## config.mk

```make
export PLATFORM = sky130hd
export DESIGN_NAME = rx_check
export DESIGN_NICKNAME = d
export VERILOG_FILES = /design/src/rtl/rx_check.sv
export SDC_FILE = /design/constraint.sdc
export NUM_CORES = 1
export LEC_CHECK = 0
export BUFFER_PORTS_ARGS = -buffer_cell sky130_fd_sc_hd__buf_2
export CORE_MARGIN = 2
export CORE_UTILIZATION = 52
export CTS_BUF_LIST = sky130_fd_sc_hd__clkbuf_8
export CTS_CLUSTER_SIZE = 40
export DETAILED_ROUTE_END_ITERATION = 6
export PLACE_DENSITY_LB_ADDON = 0.2
export SYNTH_ARGS = -nofsm -noshare
export SYNTH_HDL_FRONTEND = slang
export SYNTH_SLANG_ARGS = --single-unit
```

## constraint.sdc

```tcl
create_clock -name clk -period 2.3 [get_ports clk]
set_input_delay 0.115 -clock clk [delete_from_list [all_inputs] [get_ports clk]]
set_output_delay 0.115 -clock clk [all_outputs]
set_load 0.01 [all_outputs]
```

## src/rtl/rx_check.sv

```systemverilog
// Single-byte receive checker: arms on start, waits for a UART byte or timeout, compares against exp_byte.
// Optional RX_CHECK_SEQ_EN makes exp_byte advance after every match (incrementing expected sequence).
module rx_check #(
    parameter logic [7:0]  EXP_BYTE = 8'd55,
    parameter logic [23:0] TIMEOUT  = 24'd50_000_000
) (
    input  logic       clk,
    input  logic       rst_n,
    input  logic       start,
    input  logic       clr_cnt,
    input  logic       i_Rx_DV,
    input  logic [7:0] i_Rx_Byte,
    output logic       busy,
    output logic [7:0] rx_byte,
    output logic [7:0] exp_byte,
    output logic       match,
    output logic       mismatch,
    output logic       timeout,
    output logic [7:0] match_cnt,
    output logic [7:0] err_cnt
);

    typedef enum logic [1:0] {IDLE, WAIT, CHECK} state_t;

    state_t      state_q, state_d;
    logic [23:0] timer_q, timer_d;
    logic [7:0]  rx_byte_q, rx_byte_d;
    logic [7:0]  exp_byte_q, exp_byte_d;
    logic        hit_q, hit_d;
    logic        miss_q, miss_d;
    logic        match_q, match_d;
    logic        mismatch_q, mismatch_d;
    logic        timeout_q, timeout_d;
    logic [7:0]  match_cnt_q, match_cnt_d;
    logic [7:0]  err_cnt_q, err_cnt_d;

    always_comb begin
        state_d   = state_q;
        timer_d   = timer_q;
        rx_byte_d = rx_byte_q;
        hit_d     = 1'b0;
        miss_d    = 1'b0;
        timeout_d = 1'b0;
        case (state_q)
            IDLE: begin
                if (start) begin
                    state_d = WAIT;
                    timer_d = 24'd0;
                end
            end
            WAIT: begin
                timer_d = timer_q + 24'd1;
                // A byte arriving on the terminal-count cycle takes priority over the timeout.
                if (i_Rx_DV) begin
                    rx_byte_d = i_Rx_Byte;
                    state_d   = CHECK;
                end else if (timer_q == TIMEOUT - 24'd1) begin
                    timeout_d = 1'b1;
                    timer_d   = 24'd0;
                    state_d   = IDLE;
                end
            end
            CHECK: begin
                hit_d   = (rx_byte_q == exp_byte_q);
                miss_d  = (rx_byte_q != exp_byte_q);
                state_d = IDLE;
            end
            default: state_d = IDLE;
        endcase
    end

    // Compare result is staged once more so the pulse lands two edges after the byte was sampled.
    always_comb begin
        match_d     = hit_q;
        mismatch_d  = miss_q;
        match_cnt_d = match_cnt_q;
        err_cnt_d   = err_cnt_q;
        if (clr_cnt) begin
            match_cnt_d = 8'd0;
            err_cnt_d   = 8'd0;
        end else begin
            if (hit_q && (match_cnt_q != 8'hFF)) begin
                match_cnt_d = match_cnt_q + 8'd1;
            end
            if ((miss_q || timeout_d) && (err_cnt_q != 8'hFF)) begin
                err_cnt_d = err_cnt_q + 8'd1;
            end
        end
`ifdef RX_CHECK_SEQ_EN
        exp_byte_d = hit_q ? (exp_byte_q + 8'd1) : exp_byte_q;
`else
        exp_byte_d = EXP_BYTE;
`endif
    end

    always_ff @(posedge clk or negedge rst_n) begin
        if (!rst_n) begin
            state_q     <= IDLE;
            timer_q     <= 24'd0;
            rx_byte_q   <= 8'd0;
            exp_byte_q  <= EXP_BYTE;
            hit_q       <= 1'b0;
            miss_q      <= 1'b0;
            match_q     <= 1'b0;
            mismatch_q  <= 1'b0;
            timeout_q   <= 1'b0;
            match_cnt_q <= 8'd0;
            err_cnt_q   <= 8'd0;
        end else begin
            state_q     <= state_d;
            timer_q     <= timer_d;
            rx_byte_q   <= rx_byte_d;
            exp_byte_q  <= exp_byte_d;
            hit_q       <= hit_d;
            miss_q      <= miss_d;
            match_q     <= match_d;
            mismatch_q  <= mismatch_d;
            timeout_q   <= timeout_d;
            match_cnt_q <= match_cnt_d;
            err_cnt_q   <= err_cnt_d;
        end
    end

    assign busy      = (state_q != IDLE);
    assign rx_byte   = rx_byte_q;
    assign exp_byte  = exp_byte_q;
    assign match     = match_q;
    assign mismatch  = mismatch_q;
    assign timeout   = timeout_q;
    assign match_cnt = match_cnt_q;
    assign err_cnt   = err_cnt_q;

endmodule
```

# Word-level counts from Yosys, hierarchy flattened
# Cells that the tools add are included.
[word_totals] reg_bits=55 in_bits=13 output_inout_bits=36 word_cells=50
[classes] n_addsub=3 n_eq_ne=9 mux=17 n_reduce_logical=11
[op_table] operator="$mux 24" n=3
[op_table] operator="$pmux 24 s2" n=1
[op_table] operator="$mux 8" n=4
[op_table] operator="$add 24x1->24 const B" n=1
[op_table] operator="$eq 24x24->1 const B" n=1
[op_table] operator="$add 8x1->8 const B" n=2
[op_table] operator="$ne 8x8->1 const B" n=2
[op_table] operator="$eq 8x6->1 const B" n=1
[op_table] operator="$ne 8x6->1 const B" n=1
[op_table] operator="$reduce_bool 2->1" n=4
[op_table] operator="$mux 2" n=3
[op_table] operator="$reduce_and 2->1" n=3
[op_table] operator="$mux 1" n=5
[op_table] operator="$pmux 2 s2" n=1
[op_table] operator="$ne 3x3->1 const B" n=1
[op_table] operator="$eq 2x1->1 const B" n=1
[op_table] operator="$eq 2x2->1 const B" n=1
[op_table] operator="$logic_and 1x1->1" n=2
[op_table] operator="$logic_not 2->1" n=1
[op_table] operator="$ne 2x2->1 const B" n=1
[op_table] operator="$logic_or 1x1->1" n=1

# Depth between registers and ports, before layout
[logic_depth] depth_word=8 mapped_depth=7 ltp_nobuf=6

# Least setup slack after synthesis
# OpenSTA, ideal clock, no wires.
[synth_path] path_kind="reg2reg" from="register timer_q[18]" to="register err_cnt_q[4] (netlist: err_cnt[4])" setup_ns=0.128 arrival_time_ns=2.180 setup_slack_ns=-0.007 stages_incl_launch_ff=6 n_path_buf=0 period_less_slack_ns=2.307 path_cell_list="dfrtp_1 > or4b_4 > nor4_4 > a41oi_4 > nor4b_2 > mux2_1"
[synth_via] elab_chain_cells=7
[synth_rtl] item="from (decl)" line="26" rtl="logic [23:0] timer_q, timer_d;"
[synth_rtl] item="from (signal assigned)" line="111" rtl="timer_q <= timer_d;"
[synth_rtl] item="$eq 24x24->1" line="57" rtl="end else if (timer_q == TIMEOUT - 24'd1) begin"
[synth_rtl] item="$mux 1" line="57"
[synth_rtl] item="$mux 1" line="54" rtl="if (i_Rx_DV) begin"
[synth_rtl] item="$mux 1" line="44" rtl="case (state_q)"
[synth_rtl] item="$logic_or 1x1->1" line="85" rtl="if ((miss_q || timeout_d) && (err_cnt_q != 8'hFF)) begin"
[synth_rtl] item="$logic_and 1x1->1" line="85"
[synth_rtl] item="$reduce_bool 2->1 (no line)"
[synth_rtl] item="to (signal assigned)" line="120" rtl="err_cnt_q <= err_cnt_d;"
[synth_rtl] item="to (decl)" line="35" rtl="logic [7:0] err_cnt_q, err_cnt_d;"
# Every way passes these cells.
# A chain may end at the register's enable or synchronous reset.

# Final worst setup path
[layout_path] from="register timer_q[1]" to="register err_cnt_q[5] (netlist: err_cnt[5])"
# The elaborated chain is that of the path after synthesis.

==> run_results.csv <==
group,metric,value,unit
outcome,status,"finished, final reports clean",
finish,final_nets,393,
setup_path,cp_slowest_cell,"dfrtp_1",
power,p_int,1.589,mW
setup_path,worst_setup_path_start_kind,"register",
power,ir_drop,498.5,µV
logic_synthesis,synth-seq-area-share,0.4758,
finish,area_growth,20.46,%
timing,setup_viol,0,
setup_path,worstSetupPathType,"reg2reg",
placed_design,numPortBuffers,40,
power,pwr-share-seq,0.495,
detailed_routing,wl_per_cell,13.74,µm
finish,drive_gt1_frac,0.2196,
setup_path,endpoint_kind,"register",
power,combPwrFrac,0.273,
logic_synthesis,ys_ff_latch,55,
logic_synthesis,synth_area_leaders,"dfrtp_1 (48%), nand2_1 (6.2%), nor2_1 (3.8%), o21ai_0 (2.9%), nand4_1 (2.8%)",
floorplanning,die_h,78.59,µm
setup_path,path_cells,"ha_4 -> nand4_1 -> nor4_4 -> a41oi_4 -> nor4_1 -> mux2_1",
floorplanning,pin_count,49,
setup_path,cp_max_fo,7,
finish,stdcell_area,3485,µm²
finish,antenna_cells,0,
floorplanning,start_util,0.5319,
logic_synthesis,syn_inst,314,
setup_path,cp.buffers_inverters,0,
cts,cts_tree,"done",
placed_design,place_area,3246,µm²
cts,clock_path_buffers,2,
floorplanning,num_rows,27,
logic_synthesis,synth_area,2893,µm²
cts,root_buffer,"clkbuf_8",
timing,setup_ws,105.0,ps
detailed_routing,ant_nets,0,
flow_run,drv_cap,0,
finish,fin_util,0.6407,
setup_path,cp_num_cells,6,
finish,regArea,1376,µm²
setup_path,cpPeakStageDelay,450,ps
timing,fin_hold_ws,71.34,ps
finish,multi_input_area,1426,µm²
power,p_sw_frac,0.3460,
global_route,track_usage,0.2074,
logic_synthesis,avgSynthCellArea,9.213,µm²
placed_design,dp_hpwl,4177,µm
timing,fmax,0.4556,GHz
placed_design,place_congestion,0.7861,
finish,final_cell_count_no_fill,450,
timing,fin_skew,4.099,ps
global_route,grt_max_degree,33,
cts,clock_latency,310,ps
timing,period_share,0.9543,
logic_synthesis,synth_top_area_cell,"dfrtp_1",
setup_path,arrival,2400,ps
setup_path,required,2510,ps
logic_synthesis,synth_ff_type,"dfrtp_1",
logic_synthesis,synth_cell_types,50,
logic_synthesis,async_reset_ff_frac,1.000,
logic_synthesis,netlist.area_leader.share,0.4758,
timing,drv_slew,0,
global_route,grt_pass1_vias,2242,
timing,min_period,2195,ps
timing,worstMarginPinSlew,650.7,ps
cts,cts_buffers,5,
power,clkPwrFrac,0.232,
setup_path,crit_family,"simple AND/OR/NAND/NOR gates",
hold_path,min_path_type,"in2reg",
power,pwr_density_cell,697.4,nW/µm²
power,power.leakage,1.608,nW
detailed_routing,totalWireLength,6185,µm
detailed_routing,first_pass_iters,4,
detailed_routing,via_per_inst,5.602,
cts,htree_levels,2,
placed_design,pre_cts_ws,-2.617,ps
logic_synthesis,synth_common_cells,"dfrtp_1 (55), nand2_1 (48), nor2_1 (29)",
power,power.switching,840.7,µW
logic_synthesis,synth_edf_count,0,
timing,hold_viol,0,
timing,tns,0,ps
detailed_routing,dr.first_iter.drc_count,75,
detailed_routing,drc_errors,0,
placed_design,placedCellCount,429,
global_route,grt-ovfl-total,0,
floorplanning,coreArea,5439,µm²
cts,cts_sinks,55,
detailed_routing,vias,2521,
logic_synthesis,synth.most_common_cell,"dfrtp_1",
setup_path,rr_worst_depth,6,
timing,slew_headroom,0.5646,
floorplanning,dieArea,6176,µm²
global_route,grt_pass1_wl,10330,µm
logic_synthesis,yosys_warnings,0,
cts,clk_pin_slew,100,ps
hold_path,holdPathStages,3,
finish,fill_cells,448,
floorplanning,die_w,78.59,µm
global_route,antenna_found_initial,0,
power,p_total,2.430,mW
## cell type report
| cell class | count | share of cell area |
|---|---|---|
| Clock buffer | 5 | 0.01975 |
| Clock inverter | 3 | 0.007899 |
| Inverter | 9 | 0.009695 |
| Sequential cell | 55 | 0.3950 |
| Multi-Input combinational cell | 238 | 0.4093 |
| Timing Repair Buffer | 68 | 0.1325 |
| Tap cell | 72 | 0.02585 |
## kinds of logic (layout without fill, tap and decap cells)
family,count (synthesis),count (layout),synth area share
other,2,8,0.002596
xor gates and xnor gates,7,7,0.02119
AOI/OAI and AO/OA,63,63,0.1414
buffers and inverters,27,85,0.04671
adders and majority gates,3,3,0.01298
and+or+nand+nor,151,151,0.2764
DFF,55,55,0.4758
muxes,6,6,0.02292
## layer usage
| layer | vias to the layer above | global-route usage | share of wire |
|---|---|---|---|
| li1 | 1232 | - | - |
| met1 | 1225 | 0.2805 | 0.45 |
| met2 | 57 | 0.3521 | 0.50 |
| met3 | 7 | 0.02759 | 0.040 |
| met4 | 0 | 0.05439 | 0.0097 |
| met5 | - | 0 | 0 |
## cell usage in the layout, fill, tap and decap left out, drive strengths merged, types with 5 or more instances in the layout
cell,Yosys,final
or3,5,5
nor3,5,5
nand4,13,13
a21oi,16,16
inv,8,10
dlygate4sd3,0,9
nand2,48,48
o21ai,17,17
nor2b,6,6
a31oi,12,12
clkbuf,9,5
nor4,8,8
conb,2,8
nor2,29,29
nand3,13,13
buf,9,59
dfrtp,55,55
mux2,5,5
## flip-flops by register name, indices dropped and copies added, names as in the netlist
signal and flops:
rx_byte 8, mismatch_d 1, state_q 2, timer_q 24, hit_q 1, err_cnt 8, match 1, match_cnt 8
timeout 1, mismatch 1
## repair_timing
item | 4_1_cts | 5_1_grt
resized for setup | 0 | 4
hold buffers | 9 | 0
buffers inserted | 1 | 3
pin swaps | 1 | 5
hold endpoints to repair | 35 | 0
endpoints found under the setup margin | 3 | 8
## worst register-to-register path: stages, from the launching register on
cell     delay [ps]
dfrtp_1         450
ha_4            170
nand4_1         190
nor4_4          380
a41oi_4         230
nor4_1          310
mux2_1          350
## power by group through the flow
stage	Combinational, mW	Sequential (mW)	Clock, mW
after detailed placement	0.603	1.21	0
after global placement	0.591	1.21	0
after CTS	0.622	1.19	0.581
after global routing	0.742	1.22	0.612
final	0.664	1.20	0.564
after floorplan	0.333	1.24	0
## worst paths after layout
check / start / slack, ps / to
max: timer_q[1] / 110 / err_cnt[5]
min: start / 70 / state_q[0]
max reg2reg: timer_q[1] / 110 / err_cnt[5]
min reg2reg: hit_q / 430 / match
max in group asynchronous: rst_n / 1380 / timer_q[22]
min in group asynchronous: rst_n / 350 / match_cnt[7]
Power figures use the tool's default switching activity.
